--- src/rtl/uart_reg_cmd_ctrl.sv ---
// uart_reg_cmd_ctrl: byte-protocol command sequencer between uart_core and an
// 8-entry register bank. A command byte (bit7 write/read, bits[2:0] address,
// bits[6:3] zero) is followed by NB little-endian data bytes for writes. A write
// is answered with ACK_BYTE. A read streams NB bytes, LSB first. An illegal
// command byte is answered with NAK_BYTE.
//
// The TX_ACK / TX_NAK / TX_DATA states are the cycles in which the registered
// tx_valid pulse is visible on the port. Each byte is therefore launched on the
// edge that enters one of these states. This gives a NAK one cycle after the
// illegal byte and the first read byte two cycles after the command.
module uart_reg_cmd_ctrl #(
   parameter int          W_REG       = 32,
   parameter int          TIMEOUT_CYC = 100000,
   parameter logic [7:0]  ACK_BYTE    = 8'hA5,
   parameter logic [7:0]  NAK_BYTE    = 8'h5A
) (
   input  logic               clk,
   input  logic               rst,
   input  logic [7:0]         rx_byte,
   input  logic               rx_valid,
   output logic [7:0]         tx_byte,
   output logic               tx_valid,
   input  logic               tx_done,
   output logic [8*W_REG-1:0] regs_flat,
   output logic [7:0]         reg_wr_stb,
   output logic [7:0]         err_cnt
);

   localparam int NB = W_REG / 8;
   localparam int TW = $clog2(TIMEOUT_CYC + 1);
   localparam logic [TW-1:0] TIMER_LAST = TW'(TIMEOUT_CYC - 1);
   localparam logic [3:0]    CNT_LAST   = 4'(NB - 1);

   typedef enum logic [2:0] {
      IDLE, RX_DATA, COMMIT, RD_LOAD, TX_ACK, TX_NAK, TX_DATA, TX_WAIT
   } state_t;

   state_t                  state;
   logic [7:0][W_REG-1:0]   regs;
   logic [2:0]              addr;
   logic [3:0]              byte_cnt;
   logic [TW-1:0]           timer;
   logic [W_REG-1:0]        asm_word;
   logic [W_REG-1:0]        asm_next;
   logic [W_REG-1:0]        shreg;
   logic [3:0]              tx_left;
   logic                    err_evt;
   logic                    cmd_illegal;

   assign regs_flat   = regs;
   assign cmd_illegal = (rx_byte[6:3] != 4'd0);

   // Incoming byte lands in the top byte so that, after NB bytes, the first
   // byte received has been shifted down to bits [7:0].
   always_comb begin
      asm_next = (asm_word >> 8) | (W_REG'(rx_byte) << (W_REG - 8));
   end

   // One error event per cycle at most. Illegal command, timeout and dropped
   // byte are mutually exclusive by state.
   always_comb begin
      err_evt = 1'b0;
      case (state)
         IDLE:    err_evt = rx_valid && cmd_illegal;
         RX_DATA: err_evt = !rx_valid && (timer == TIMER_LAST);
         default: err_evt = rx_valid;
      endcase
   end

   // Main sequencer. It owns the register bank, the tx pulse and the error counter.
   always_ff @(posedge clk) begin
      if (rst) begin
         state      <= IDLE;
         regs       <= '0;
         addr       <= '0;
         byte_cnt   <= '0;
         timer      <= '0;
         asm_word   <= '0;
         shreg      <= '0;
         tx_left    <= '0;
         tx_byte    <= '0;
         tx_valid   <= 1'b0;
         reg_wr_stb <= '0;
         err_cnt    <= '0;
      end else begin
         reg_wr_stb <= '0;
         tx_valid   <= 1'b0;
         if (err_evt && (err_cnt != 8'hFF))
            err_cnt <= err_cnt + 8'd1;

         case (state)
            IDLE: begin
               if (rx_valid) begin
                  addr <= rx_byte[2:0];
                  if (cmd_illegal) begin
                     tx_valid <= 1'b1;
                     tx_byte  <= NAK_BYTE;
                     tx_left  <= '0;
                     state    <= TX_NAK;
                  end else if (rx_byte[7]) begin
                     byte_cnt <= '0;
                     timer    <= '0;
                     state    <= RX_DATA;
                  end else begin
                     state    <= RD_LOAD;
                  end
               end
            end

            RX_DATA: begin
               if (rx_valid) begin
                  timer    <= '0;
                  asm_word <= asm_next;
                  byte_cnt <= byte_cnt + 4'd1;
                  if (byte_cnt == CNT_LAST) begin
                     regs[addr]       <= asm_next;
                     reg_wr_stb[addr] <= 1'b1;
                     state            <= COMMIT;
                  end
               end else if (timer == TIMER_LAST) begin
                  state <= IDLE;
               end else begin
                  timer <= timer + TW'(1);
               end
            end

            // reg_wr_stb is visible during this cycle. Launch the ACK next.
            COMMIT: begin
               tx_valid <= 1'b1;
               tx_byte  <= ACK_BYTE;
               tx_left  <= '0;
               state    <= TX_ACK;
            end

            // Snapshot the register. Nothing can write the bank until the
            // whole stream has gone out.
            RD_LOAD: begin
               tx_valid <= 1'b1;
               tx_byte  <= regs[addr][7:0];
               shreg    <= regs[addr] >> 8;
               tx_left  <= CNT_LAST;
               state    <= TX_DATA;
            end

            TX_ACK, TX_NAK, TX_DATA: begin
               state <= TX_WAIT;
            end

            // tx_done is honoured from the very first cycle in this state.
            TX_WAIT: begin
               if (tx_done) begin
                  if (tx_left != 4'd0) begin
                     tx_valid <= 1'b1;
                     tx_byte  <= shreg[7:0];
                     shreg    <= shreg >> 8;
                     tx_left  <= tx_left - 4'd1;
                     state    <= TX_DATA;
                  end else begin
                     state    <= IDLE;
                  end
               end
            end

            default: state <= IDLE;
         endcase
      end
   end

endmodule
--- config.mk ---
export PLATFORM = sky130hd
export DESIGN_NAME = uart_reg_cmd_ctrl
export DESIGN_NICKNAME = d
export VERILOG_FILES = /design/src/rtl/uart_reg_cmd_ctrl.sv
export SDC_FILE = /design/constraint.sdc
export NUM_CORES = 1
export LEC_CHECK = 0
export ABC_AREA = 0
export CAP_MARGIN = 0
export CORE_ASPECT_RATIO = 1.75
export CORE_MARGIN = 2
export CORE_UTILIZATION = 25
export CTS_CLUSTER_SIZE = 8
export DETAILED_ROUTE_END_ITERATION = 16
export DONT_BUFFER_PORTS = 1
export GPL_TIMING_DRIVEN = 0
export SLEW_MARGIN = 20
export SYNTH_ARGS = -nofsm -noshare
export SYNTH_HDL_FRONTEND = slang
export SYNTH_SLANG_ARGS = --single-unit
--- constraint.sdc ---
create_clock -name clk -period 3.77 [get_ports clk]
set_input_delay 0.754 -clock clk [delete_from_list [all_inputs] [get_ports clk]]
set_output_delay 0.754 -clock clk [all_outputs]
set_load 0.02 [all_outputs]
### Word-level counts from Yosys, hierarchy flattened

Index checks and enable logic that the tools add are counted.
W data, S select, Z words.

* multiply operators: 0
* bitwise operators: 4
* reductions and logical operators: 22
* shift operators: 0
* muxes and demuxes: 46
* magnitude comparators: 2
* add/subtract/negate cells: 4
* equal/unequal tests: 20
* div/mod/pow operators: 0

Operator list (count)
* $bwmux W256: 1
* $mux W32: 4
* $bmux W32 S3: 1
* $demux W32 S3: 1
* $mux W17: 5
* $pmux W32 S2: 1
* $pmux W17 S2: 1
* $mux W4: 8
* $mux W8: 4
* $or A24 B32 Y32: 1
* $pmux W8 S4: 1
* $mux W3: 7
* $pmux W3 S6: 1
* $add A17 B1 Y17 const B: 1
* $eq A17 B17 Y1 const B: 1
* $pmux W4 S4: 1
* $reduce_and A5 Y1: 3
* $ne A2 B2 Y1 const B: 7
* $eq A3 B3 Y1 const B: 4
* $reduce_bool A4 Y1: 3
* $ne A3 B3 Y1 const B: 3
* $add A8 B1 Y8 const B: 1
* $ne A8 B8 Y1 const B: 1
* $pmux W4 S2: 1
* other kinds (23): 36

* memories: 0
* output and inout bits: 281
* RAM bits: 0
* bits in latches: 0
* flip-flop bits (word level): 376
* input bits: 12
* ROM bits: 0

### Longest topological paths before layout

Gate-level depths: netlist of the first run.

* depth after elaboration: 5
* depth in mapped cells: 9
* depth with buffers taken out: 7

### Least setup slack after synthesis of the first run

No wires, ideal clock.

* path kind: input-to-reg
* start: input port rx_byte[3]
* end: register timer[7]
* arrival: 2236 ps
* path slack: 1475 ps
* stages: 7
* path through: buf_4 -> nor4_4 -> a31oi_2 -> o21a_1 -> buf_6 -> or4_1 -> nand2_1

* word-level cells in the longest chain between the ends: 3

RTL lines
* from (decl): RTL line 19 `input logic [7:0] rx_byte,`
* $reduce_bool A4 Y1: RTL line 51 `assign cmd_illegal = (rx_byte[6:3] != 4'd0);`
* $ne A2 B2 Y1 (no source line)
* $reduce_and A5 Y1 (no source line)
* to (signal assigned): RTL line 123 `timer <= timer + TW'(1);`
* to (decl): RTL line 42 `logic [TW-1:0] timer;`

Every way passes these cells.
A chain may end at the register's enable or synchronous reset.

### Worst setup path after layout of the first run

* start: register addr[0]
* end: register regs (netlist bit regs_flat[180])

* word-level cells in the longest chain between the ends: 5
* elaborated cells on any way between the ends: 6

RTL lines
* from (decl): RTL line 40 `logic [2:0] addr;`
* from (signal assigned): RTL line 94 `addr <= rx_byte[2:0];`
* $lt A3 B4 Y1 (not written as such) or $ge A3 B1 Y1 (tied branches): RTL line 116 `regs[addr] <= asm_next;`
* $logic_and A1 B1 Y1 (not written as such): RTL line 116
* $mux W32 (not written as such): RTL line 116
* $demux W32 S3 *: RTL line 116
* $bwmux W256 *: RTL line 116
* to (signal, indexed assignment): RTL line 116
* to (decl): RTL line 39 `logic [7:0][W_REG-1:0] regs;`

Mark *: on every way between the ends. The rest lies on a longest branch, timed or not.

==> metrics, run 1 <==
clock buffer count from CTS=51; syn avg cell area=7.88 um2; post-synthesis sequential area ratio=0.472; Mapped Cells=1,937; Post-Syn Nets=1,954; Avg WL per Cell=30.0 um; Chip Height=331 um; GRT Total Usage=0.257; Fillers=6,457; WP data required=4.16 ns; Post-synth top flop=dfxtp_1; Max-cap violations=0; crit path capture type=flip-flop; DR vias=15.7k; first-pass GRT wire length=114,000 um; postcts setup bufs=0; antenna viol nets, final=0; clk buf depth=3; Worst Path Buf+Inv=4; clk sinks=360; pin count of the biggest net entering global routing=15; cts hold-fix bufs=0; status=finished clean; Yosys top cell by area=dfxtp_1; vias per inst=5.66; CP max stage delay=0.84 ns; # IOs=293; Hold Path Class=primary input to flip-flop; Layout Nets=2,007; Least-Margin Pin Slew=1.25 ns; setup ws final=0.0620 ns; First-pass DRT Iterations=6; cell family with most CP delay=buffers and inverters; # rows=119; vias in the first global route=15.3k; synthesized area=15,300 um2; CP max FO=10; DP Worst Slack=0.346 ns; xor/xnor share of the synthesized area=0.00230; Synth Area in Simple Gates=0.228; wirelength, routed=83,500 um; main combinational cell family by area after synthesis=simple AND/OR/NAND/NOR gates; Overflow after GRT=0; CP dominant cell by count=clkbuf_1; Yosys top cell area share=0.472; Core Area=60,300 um2; CTS Root Cell=clkbuf_16; starting density of the core=0.253; Synth Warn #=0; Residual DRC=0; CP Cell Sequence=buf_4, and3b_1, clkbuf_1, clkbuf_1, nand2_1, clkbuf_1, nand2_1, a21oi_1; crit path kind=flip-flop to flip-flop; Fin. Hold Viols=0; H-tree levels=2; Post-DP HPWL=63,800 um; max-slew violations=0; layout cell share with drive strength beyond 1=0.0787; Synth cell types=74; Area Growth Syn to Fin=15.5%; fmax=0.270 GHz; Leak=5.56 nW; final setup vio count=0; initial DRC count=1,552; initial antenna violation count=5; WP data arrival=4.10 ns; register cell area after layout=7210 um2; Worst setup SP type=flip-flop; Clock transition at path regs=0.05 ns; pwr dens=538 nW/um2; Port Buffers=0; Compound-Gate Fraction of Synth Area=0.200; Synth Area in Adders=0.00410; Synth area leaders=dfxtp_1, nand2_1, a21oi_1; fraction of registers with async set/reset=0; worst-skew pair later-pin latency=0.61 ns; CTS tree=built; RSZ-0062 raised after global routing=no; mux contribution to synthesized area=0.0369; total power draw=9.48 mW; TNS Setup=0 ns; number of synthesized register bits=360; GPL Wtd Cong=0.994; Max IR drop VDD=0.348 mV; fin crit share=0.984; Die X=191 um; footprint of the multi-input gates=7210 um2; clk_skew=0.0644 ns; Rel. slew slack=0.163; Die ar.=63,100 um2; Post-synth EDFFs=0; crit path time final=3.71 ns; Post-CTS Resized=0; CP max stage cell=clkbuf_1
metal layers:
metal	GRT usage	vias up	wire, um
met5	0.00846	-	101
met4	0.246	8	9480
met3	0.0986	378	9770
li1	-	6719	-
met2	0.434	1170	39300
met1	0.232	7469	24800
cells by family (layout without fill, tap and decap cells):
kind of cell,count (synthesis),count (layout)
other,0,2
buffers and inverters,200,257
xor gates and xnor gates,4,4
AOI/OAI and AO/OA,512,512
adders and majority gates,5,5
DFF,360,360
and+or+nand+nor,812,812
muxes,44,44
final timing paths:
kind	from	to	slack, ns	cells after the start
max	addr[0]$_SDFFE_PP0P_	regs_flat[180]$_SDFFE_PP0P_	0.06	8
min	tx_done	state[2]$_SDFFE_PP0P_	0.41	3
max reg2reg	addr[0]$_SDFFE_PP0P_	regs_flat[180]$_SDFFE_PP0P_	0.06	8
min reg2reg	shreg[4]$_SDFFE_PP0P_	shreg[4]$_SDFFE_PP0P_	0.46	2
sequential cells by signal, indices dropped and copies added, names as in the netlist, 4 cells and up:
register    cells
asm_word       24
byte_cnt        4
err_cnt         8
reg_wr_stb      8
regs_flat     256
shreg          24
timer          17
tx_byte         8
tx_left         4
layout by cell type, fill, tap and decap left out, types with 4 or more instances in the layout:
cell and instances:
a211oi_1 4, inv_1 12, nand4_1 7, a31oi_1 6, buf_1 5, a21oi_1 333, mux4_2 8, and4_1 4
a221oi_1 17, o2bb2ai_1 4, mux2_2 18, or3_1 13, a221o_1 5, a22oi_1 47, buf_4 10, mux2i_1 18
o31ai_1 6, a22o_1 13, dfxtp_1 360, a222oi_1 5, clkbuf_1 125, o21ai_0 23, nor2_1 50, nor3_1 14
nor2b_1 21, nand2_1 613, and2_1 7, and3_1 13, clkbuf_16 52, buf_2 46, o21a_1 6, o41ai_1 10
or4_1 7, ha_1 5, o211ai_1 6, nand3_1 32
metrics by stage:
stage / util / instance area, um2 / hold WS [ns] / std cells
2_1_floorplan: - / 15300 / 0.432 / 1937
3_3_place_gp: 0.269 / 16200 / 0.443 / 2723
3_5_place_dp: 0.270 / 16300 / 0.449 / 2723
4_1_cts: 0.292 / 17600 / 0.396 / 2780
5_1_grt: 0.292 / 17600 / 0.421 / 2780
6_report: 0.292 / 17600 / 0.414 / 2782
final cells by class:
class,count,share of cell area
flip-flops and latches,360,0.409
multi-input cells,1377,0.409
clock buffers,53,0.0746
well taps,786,0.0558
plain buffers,188,0.0463
clock inverters,4,0.00277
inverters,12,0.00256
diodes,2,0.000284
cell usage after synthesis, drive strengths merged (17+ instances only):
cell,count
a21oi,333
a221oi,17
a22oi,48
buf,63
clkbuf,125
dfxtp,360
mux2,18
mux2i,18
nand2,613
nand3,32
nor2,50
nor2b,21
o21ai,27
worst reg2reg max path, cell delays in order (launching register included):
cell and delay (ns):
dfxtp_1 0.32, buf_4 0.23, and3b_1 0.19, clkbuf_1 0.68
clkbuf_1 0.84, nand2_1 0.42, clkbuf_1 0.53, nand2_1 0.20
a21oi_1 0.08
where the power goes:
| group | switching, mW | total [mW] | internal (mW) |
|---|---|---|---|
| clock network | 1.78 | 4.21 | 2.43 |
| logic | 0.958 | 1.27 | 0.314 |
| registers | 0.120 | 4.00 | 3.88 |
(Power assumes the default switching activity.)
==> run 2, diff against run 1 <==
- GPL_TIMING_DRIVEN: 0 -> unset
- PLACE_DENSITY_LB_ADDON: unset -> 0.15
==> run 2 against run 1 <==
Compared with the run above:
- register-to-register slack gained 0.78 ns
- routed wire length shrank 9.4%
- clock-buffer cell count shrank 2
- combinational power shrank 28%
- via count shrank 11%
- sequential share of layout area grew 0.89 points
- critical path depth shrank 2
- critical path type unchanged
- critical endpoint is now shreg[12]$_SDFFE_PP0P_
- largest power group is now registers
==> metrics, run 2 (synthesis results as in run 1) <==
Fin. Hold Viols=0 (unchanged); CP max FO=36 (+26); max-slew violations=0 (unchanged); starting density of the core=0.253 (unchanged); Post-CTS Resized=0 (unchanged); status=finished clean; Pint=6.53 mW (-1.5%); CTS tree=built; clk sinks=360 (unchanged); Seq pwr share=0.452 (+0.030); Die ar.=63,100 um2 (unchanged); Clock transition at path regs=0.06 ns (about the same); clock power share=0.448 (+0.004); layout cell share with drive strength beyond 1=0.0830 (+0.00424); Core Area=60,300 um2 (unchanged); Residual DRC=0 (unchanged); Port Buffers=0 (unchanged); initial antenna violation count=0 (-5); hold_sp=rst; R2R setup slack=0.84 ns (+0.78 ns); Overflow after GRT=0 (unchanged); crit path capture type=flip-flop; Post-DP HPWL=52,600 um (-18%); Chip Height=331 um (unchanged); CTS Root Cell=clkbuf_16; worst reg2reg startpoint=addr[0]$_SDFFE_PP0P_; # IOs=293 (unchanged); Worst setup SP type=flip-flop; GPL Wtd Cong=0.827 (-17%); GRT Total Usage=0.235 (-0.0222); WP data required=4.24 ns (+0.08 ns); H-tree levels=2 (unchanged); total power draw=9.11 mW (-4.0%); Rel. slew slack=0.279 (+0.116); pwr dens=528 nW/um2 (-2.0%); vias per inst=5.30 (-6.3%); Area Growth Syn to Fin=13.1%; wirelength, routed=75,700 um (-9.4%); max reg flops=256 (unchanged); Comb power frac=0.100 (-0.034); First-pass DRT Iterations=7 (+1); clock buffer count from CTS=50 (-2.0%); Least-Margin Pin Slew=1.08 ns (-0.170 ns); reg2reg path depth=6 (-2); Critical path origin=addr[0]$_SDFFE_PP0P_; vias in the first global route=13.6k (-11%); RSZ-0062 raised after global routing=no; initial DRC count=1,185 (-24%); pin count of the biggest net entering global routing=344 (+329); crit path time final=2.93 ns (-0.779 ns); DR vias=14.0k (-11%); TNS Setup=0 ns (unchanged); fin util=0.286 (-0.00606); antenna viol nets, final=0 (unchanged); Avg WL per Cell=28.6 um (-4.6%); Hold Worst Slack=0.264 ns (-0.150 ns); commonest non-fill, non-tap cells in the layout=nand2_1, dfxtp_1, a21oi_1, clkbuf_16, nor2_1; Leak=5.36 nW (-3.5%); postcts setup bufs=0 (unchanged); footprint of the multi-input gates=7230 um2 (+0.38%); register cell area after layout=7210 um2 (about the same); most common cell after layout, fill and taps aside=nand2_1; Max IR drop VDD=0.366 mV (+5.3%); switching part of the total power=0.283 (-0.0180); WP data arrival=3.40 ns (-0.70 ns); Die X=191 um (unchanged); R2R Path End=shreg[12]$_SDFFE_PP0P_; worst-skew pair later-pin latency=0.59 ns (-0.02 ns); crit path kind=flip-flop to flip-flop; worst hold path depth=1 (-2); clk buf depth=3 (unchanged); Worst Hold End=reg_wr_stb[1]$_SDFF_PP0_; cts hold-fix bufs=0 (unchanged); DP Worst Slack=0.831 ns (+0.485 ns); Fillers=6,509 (+0.81%); setup ws final=0.841 ns (+0.779 ns); fin crit share=0.777 (-0.207); # rows=119 (unchanged); Layout Nets=1,872 (-6.7%); Hold Path Class=primary input to flip-flop; final setup vio count=0 (unchanged); NetSw=2.58 mW (-9.7%); first-pass GRT wire length=106,000 um (-7.0%); clk_skew=0.0304 ns (-0.0340 ns); Max-cap violations=0 (unchanged); fmax=0.341 GHz (+27%)
==> run 2: power by group through the flow <==
stage | logic, mW | registers, mW | clock network [mW]
2_1_floorplan | 0.730 | 4.04 | 0
6_report | 0.915 | 4.11 | 4.08
3_5_place_dp | 0.910 | 4.20 | 0
4_1_cts | 0.914 | 4.12 | 4.19
3_3_place_gp | 0.906 | 4.20 | 0
5_1_grt | 0.974 | 4.13 | 4.32
==> run 2: critical path, cell delays in order (launching register included) <==
cell,delay (ns)
dfxtp_2,0.49
buf_4,0.59
nor2b_1,0.82
a22oi_1,0.19
o21ai_0,0.22
a2111oi_0,0.12
o41ai_1,0.33
==> run 2: stage by stage <==
| step | instances | area, um2 |
|---|---|---|
| 4_1_cts | 2642 | 17300 |
| 5_1_grt | 2642 | 17300 |
| 3_3_place_gp | 2589 | 16000 |
| 6_report | 2643 | 17300 |
| 2_1_floorplan | 1937 | 15300 |
| 3_5_place_dp | 2589 | 16000 |
==> run 2: layout make-up <==
type	count	area share
Inverter	12	0.00261
Multi-Input combinational cell	1377	0.419
Antenna cell	1	0.000145
Timing Repair Buffer	54	0.0278
Tap cell	786	0.0570
Clock inverter	2	0.00167
Clock buffer	51	0.0739
Sequential cell	360	0.418
==> run 2: worst max-delay path by stage <==
stage	endpoint	slack, ns	cells after the start
3_3_place_gp	shreg[12]$_SDFFE_PP0P_	0.91	6
3_5_place_dp	shreg[12]$_SDFFE_PP0P_	0.83	6
4_1_cts	shreg[12]$_SDFFE_PP0P_	0.80	6
5_1_grt	shreg[12]$_SDFFE_PP0P_	0.59	6
2_1_floorplan	timer[7]$_SDFFE_PP0P_	1.47	7
6_report	shreg[12]$_SDFFE_PP0P_	0.84	6
==> run 2: per-layer routing <==
layer,GRT usage,share of wire
met1,0.247,0.35
met2,0.420,0.51
met3,0.0798,0.094
met4,0.103,0.044
met5,0,0
